--- config.mk ---
export PLATFORM = sky130hd
export DESIGN_NAME = lfsr_seq_ctrl
export DESIGN_NICKNAME = d
export VERILOG_FILES = /design/src/rtl/lfsr_pkg.sv /design/src/rtl/lfsr_seq_ctrl.sv
export SDC_FILE = /design/constraint.sdc
export NUM_CORES = 1
export LEC_CHECK = 0
export ABC_AREA = 1
export CAP_MARGIN = 20
export CORE_UTILIZATION = 57
export DETAILED_ROUTE_END_ITERATION = 12
export DONT_BUFFER_PORTS = 1
export PLACE_DENSITY_LB_ADDON = 0.3
export SETUP_SLACK_MARGIN = 0.2
export SLEW_MARGIN = 20
export SYNTH_ARGS = -nofsm -noshare
export SYNTH_HDL_FRONTEND = slang
export SYNTH_SLANG_ARGS = --single-unit
--- constraint.sdc ---
create_clock -name clk -period 1.71 [get_ports clk]
set_input_delay 0.342 -clock clk [delete_from_list [all_inputs] [get_ports clk]]
set_output_delay 0.342 -clock clk [all_outputs]
set_load 0.01 [all_outputs]
--- src/rtl/lfsr_pkg.sv ---
// Shared constants and state type for the LFSR keystream sequencer.
package lfsr_pkg;

    localparam int LFSR_W = 8;

    typedef enum logic [2:0] {
        IDLE,
        LOAD,
        WARMUP,
        RUN,
        DONE
    } lfsr_seq_state_t;

endpackage

--- src/rtl/lfsr_seq_ctrl.sv ---
// Job sequencer for the LFSR keystream generator: seeds the LFSR, discards warm-up
// states, then streams LFSR states as keystream bytes over a valid/ready port.
module lfsr_seq_ctrl
    import lfsr_pkg::*;
#(
    parameter int unsigned LEN_W  = 16,
    parameter int unsigned SKIP_W = 8
) (
    input  logic              clk,
    input  logic              reset,
    input  logic              start,
    input  logic [LFSR_W-1:0] cfg_tap,
    input  logic [LFSR_W-1:0] cfg_seed,
    input  logic [SKIP_W-1:0] cfg_skip,
    input  logic [LEN_W-1:0]  cfg_len,
    input  logic              abort,
    output logic              busy,
    output logic              done,
    output logic              ks_valid,
    input  logic              ks_ready,
    output logic [LFSR_W-1:0] ks_data,
    output logic              ks_last,
    output logic              lfsr_init,
    output logic              lfsr_en,
    output logic [LFSR_W-1:0] lfsr_tab,
    output logic [LFSR_W-1:0] lfsr_init_state,
    input  logic [LFSR_W-1:0] lfsr_state
);

    lfsr_seq_state_t   state_q, state_d;
    logic [LFSR_W-1:0] tap_q, seed_q;
    logic [SKIP_W-1:0] skip_cnt_q;
    logic [LEN_W-1:0]  len_q, byte_cnt_q;
    logic              zero_done_q;
    logic              accept_job, zero_job, xfer;

    // abort beats start when both arrive in IDLE
    assign accept_job = (state_q == IDLE) && start && !abort && (cfg_len != '0);
    assign zero_job   = (state_q == IDLE) && start && !abort && (cfg_len == '0);
    assign xfer       = ks_valid && ks_ready;

    always_ff @(posedge clk) begin
        if (reset) begin
            state_q     <= IDLE;
            tap_q       <= '0;
            seed_q      <= '0;
            skip_cnt_q  <= '0;
            len_q       <= '0;
            byte_cnt_q  <= '0;
            zero_done_q <= 1'b0;
        end else begin
            state_q     <= state_d;
            zero_done_q <= zero_job;
            if (accept_job) begin
                tap_q      <= cfg_tap;
                seed_q     <= cfg_seed;
                skip_cnt_q <= cfg_skip;
                len_q      <= cfg_len;
                byte_cnt_q <= '0;
            end
            if (state_q == WARMUP && !abort) begin
                skip_cnt_q <= skip_cnt_q - SKIP_W'(1);
            end
            if (xfer) begin
                byte_cnt_q <= byte_cnt_q + LEN_W'(1);
            end
        end
    end

    always_comb begin
        state_d = state_q;
        if (state_q == IDLE) begin
            if (accept_job) state_d = LOAD;
        end else if (abort) begin
            state_d = IDLE;
        end else begin
            unique case (state_q)
                LOAD:    state_d = (skip_cnt_q != '0) ? WARMUP : RUN;
                WARMUP:  if (skip_cnt_q == SKIP_W'(1)) state_d = RUN;
                RUN:     if (xfer && ks_last) state_d = DONE;
                DONE:    state_d = IDLE;
                default: state_d = IDLE;
            endcase
        end
    end

    // abort suppresses every strobe in the cycle it is seen
    always_comb begin
        busy            = (state_q != IDLE);
        done            = ((state_q == DONE) && !abort) || zero_done_q;
        ks_valid        = (state_q == RUN) && !abort;
        ks_last         = ks_valid && (byte_cnt_q == len_q - LEN_W'(1));
        ks_data         = lfsr_state;
        lfsr_init       = (state_q == LOAD) && !abort;
        lfsr_en         = ((state_q == WARMUP) && !abort) || (ks_valid && ks_ready);
        lfsr_tab        = tap_q;
        lfsr_init_state = seed_q;
    end

endmodule

==> results of run 1 <==
cells by family after synthesis:
family | synth area share (%)
DFF | 34.9
buffers and inverters | 9.56
AOI/OAI and AO/OA | 15.7
and+or+nand+nor | 35.4
xor gates and xnor gates | 3.05
adders and majority gates | 1.45
synth_stat cells (5+ instances only):
library cell / n / area [µm²]
nor2_1: 99 / 372
o21ai_1: 5 / 25.0
clkbuf_1: 7 / 26.3
nand4_1: 8 / 50.1
o21ai_0: 46 / 230
buf_2: 5 / 25.0
nand2_2: 6 / 37.5
buf_4: 8 / 60.1
dfxtp_1: 60 / 1200
a21oi_1: 29 / 145
inv_2: 7 / 26.3
nor4_1: 5 / 31.3
inv_1: 48 / 180
nand3_1: 26 / 130
xor2_1: 7 / 61.3
nor2_2: 12 / 75.1
xnor2_1: 5 / 43.8
nand2_1: 98 / 368
stage by stage:
stage	std cells	setup WS [ns]	instance area [µm²]	hold slack, ns	TNS, ns
detailed placement	624	-0.317	3850	0.410	-0.877
CTS	669	-0.664	4740	0.0553	-2.01
floorplan	521	-0.0475	3480	0.419	-0.0475
global placement	624	-0.180	3850	0.409	-0.383
layer usage:
layer / GRT usage [%] / overflow
met1: 70.5 / 0
met2: 92.6 / 18
met3: 55.9 / 0
met4: 71.8 / 10
met5: 16.4 / 0
repair_timing:
action / in CTS
buffers inserted: 25
setup endpoints to repair: 54
pin swaps: 30
gates cloned: 4
resized for setup: 139
==> run metrics, run 1 <==
Chip Width between 70 and 80 µm; die height between 70 and 80 µm; #FFs+latches synth 60; post-synthesis cell type count 40; # rows 27; port bufs 0; YS warnings 0; CTS Hold Bufs 0; H-tree depth 3; Top FF cell, synth dfxtp_1; sequential fraction of the synthesis area between 30% and 40%; starting density of the core 60.7%; Placer Congestion 0.937; Detailed Place HPWL approximately 6.9 mm; # IOs just over 80; worst_ep grt ks_last; async set-reset flop share out of synthesis 0%; Run Error [ERROR GRT-0232] Routing congestion too high. Check the congestion heatmap in the GUI.; Avg Synthesized Cell Area ~6.6 µm²; Clock Tree Root clkbuf_8; total congestion overflow 28; run status aborted with a tool error; Bufs on Longest Clock Path 2; largest net degree at the start of global routing 35; CTS Buf Count 9; Mapped Cells about 520; Synth Cell Area between 3000 and 4000 µm²; Halt Stage global routing (5_1_grt); GRT Util Overall roughly 72%; CTS Sinks 60; Post-synth EDFFs 0; Mapped Nets 578; WEP type top-level output
==> inputs of run 2 (changes only) <==
CORE_UTILIZATION = 40   (was 57)
PLACE_DENSITY_LB_ADDON = 0.15   (was 0.3)
SETUP_SLACK_MARGIN = not set   (was 0.2)
clock period = 2.2 ns   (was 1.71 ns; I/O delays follow)
==> run metrics, run 2 <==
n_diodes 0; top post-synthesis cells by count nor2_1 (99), nand2_1 (98), dfxtp_1 (60), inv_1 (48), o21ai_0 (46) (unchanged); # IOs 83 (unchanged); PD cells 1100 nW/µm²; Placer Congestion 0.912 (was 0.937); # rows 33 (was 27); Yosys top cell by area dfxtp_1 (unchanged); GRT Util Overall between 20% and 30%; reg2reg end state_q[1]$_SDFFE_PP0P_; DRC errors left 0; Area Overhead vs Synth 11.7%; Synth Cell Area 3440 µm² (unchanged); Clock Tree Root clkbuf_8 (unchanged); CP startpoint kind register; starting density of the core 41.7% (was 60.7%); Worst Skew between 0.009 and 0.01 ns; H-tree depth 3 (unchanged); Bufs on Longest Clock Path 2 (unchanged); initial antenna violation count 0; crit path kind register to output port; failing checks negative setup slack; Chip Width 94.8 µm (was 79.7 µm); #FFs+latches synth 60 (unchanged); Largest regs byte_cnt_q (16), len_q (16); wire length per cell ~14 µm; FF-to-FF setup slack 0.30 ns; drt first-iter violations about 130; Routed Antenna Nets 0; Data required, critical path between 1.5 and 2 ns; YS warnings 0 (unchanged); Cell Area, Placed 3510 µm² (was 3850 µm²); total congestion overflow 0; layout cells sized above 1 approximately 15%; async set-reset flop share out of synthesis 0% (unchanged); Reg2Reg Depth 15; Clock transition at path regs approximately 0.07 ns; hold path depth 1; DR vias between 3,000 and 4,000; CTS Buf Count 9 (unchanged); post-synthesis cell type count 40 (unchanged); Hold Crit Class input pin to register; Setup WS post-layout -0.129 ns; Leak ~1.6 nW; WL final just under 9 mm; Layout Nets a little under 600; die area 8980 µm²; critical path arrival 1.89 ns; unrepaired setup endpoints after global routing true; most common cell in the netlist nor2_1 (unchanged); Tmin final about 2.3 ns; DR vias/cell ~5; Mapped Nets 578 (unchanged); # setup viols final 1; Max Slew Vio Count 0; reg-to-reg critical path startpoint len_q[0]$_SDFFE_PP0P_; CTS Sinks 60 (unchanged); Finished Cell Area just under 4000 µm²; Max-slew headroom between 70% and 80%; Non-Filler Instances about 630; most common cell after layout, fill and taps aside nor2_1; Initial DRT Pass Iterations 5; Detailed Place HPWL 6.72 mm (was 6.92 mm); Mapped Cells 521 (unchanged); Hold Startpoint reset; die height 94.8 µm (was 79.7 µm); Area contributors post-synth dfxtp_1 (35%), nor2_1 (11%), nand2_1 (11%), o21ai_0 (6.7%), inv_1 (5.2%) (unchanged); most frequent cells in the layout nor2_1 (97), nand2_1 (95), dfxtp_1 (54); vias in the first global route 3,184; crit end category output port; Worst VDD drop between 400 and 500 µV; area share of the largest cell type after synthesis 34.9% (unchanged); DP Cell Count 611 (was 624); Core Region ~8300 µm²; clock latency on the worst-skew pair 0.35 ns; sequential fraction of the synthesis area 34.9% (unchanged); Slew @ Worst Pin 0.399 ns; global-route wire length before repair ~15 mm; Avg Synthesized Cell Area 6.61 µm² (unchanged); max cap viols 0; f_max approximately 430 MHz; run status finished with violations (was aborted with a tool error); TritonCTS clock tree built; Top FF cell, synth dfxtp_1 (unchanged); largest net degree at the start of global routing 30; port bufs 0 (unchanged); Hold Path Sink skip_cnt_q[1]$_SDFFE_PP0P_; CTS Hold Bufs 0 (unchanged); Post-synth EDFFs 0 (unchanged); total power about 0.0042 W; worst-path maximum fanout 3; Final Cycle Share 106%; Final Hold Viols 0
[run 2: cell families (layout without fill, tap and decap cells)]
family	Yosys count	in the layout	synth area share, %
AO/OA/AOI/OAI	97	97	15.7
XOR/XNOR	12	12	3.05
adder cells (fa/ha/maj)	4	4	1.45
buffers and inverters	76	83	9.56
flip-flops	60	60	34.9
AND/OR/NAND/NOR	272	272	35.4
[run 2: area by class of cell]
class / instances / area (µm²)
multi-input cells: 385 / 1980
fillers: 882 / 4410
clock buffers: 11 / 131
clock inverters: 4 / 75.1
inverters: 55 / 209
flip-flops and latches: 60 / 1210
well taps: 105 / 131
repair buffers: 13 / 110
[run 2: repair_timing]
action	CTS	global route
pin swaps	4	13
gates resized for setup	11	15
buffers inserted	4	3
endpoints found under the setup margin	1	1
[run 2: how the worst max path moves through the flow]
stage | startpoint | end | slack [ns] | depth (start not counted)
finish | len_q[0]$_SDFFE_PP0P_ | ks_last | -0.13 | 9
detailed placement | len_q[0]$_SDFFE_PP0P_ | ks_last | 0.04 | 10
global placement | len_q[0]$_SDFFE_PP0P_ | ks_last | 0.13 | 10
CTS | len_q[0]$_SDFFE_PP0P_ | ks_last | -0.17 | 10
global route | len_q[0]$_SDFFE_PP0P_ | ks_last | -0.28 | 11
floorplan | len_q[0]$_SDFFE_PP0P_ | ks_last | 0.24 | 10
[run 2: per-layer routing]
layer | vias up | part of all wire [%] | track usage [%] | wire length [µm]
met5 | - | 0 | 0 | 0
met4 | 0 | 2.2 | 9.09 | 189
met3 | 16 | 5.5 | 5.56 | 483
met2 | 74 | 48 | 36.2 | 4200
met1 | 1457 | 44 | 25.4 | 3890
li1 | 1698 | - | - | -
[run 2: worst max-delay path, stage by stage (launching register included)]
cell	delay [ns]
dfxtp_2	0.33
inv_4	0.08
ha_4	0.17
nand2_2	0.07
nand2_1	0.11
xor2_2	0.17
and3b_1	0.18
nand4_1	0.09
nor3_2	0.16
and2_4	0.19
[run 2: power by group]
group | switching [W] | total, W | internal [W] | leakage (nW)
Combinational | 0.00106 | 0.00169 | 0.000624 | 1.03
Clock | 0.000445 | 0.00108 | 0.000632 | 0.0956
Sequential | 0.000196 | 0.00146 | 0.00126 | 0.493
[run 2: metrics by stage]
stage                     setup TNS, ns  setup WS (ns)  util, %  hold slack, ns
after CTS                        -0.167         -0.167     45.7           0.146
after detailed placement              0         0.0440     42.5           0.475
after floorplan                       0          0.245        -           0.457
after global routing             -0.278         -0.278     46.6           0.142
final                            -0.129         -0.129     46.6           0.150
after global placement                0          0.126     42.5           0.471
(Power assumes the default switching activity.)
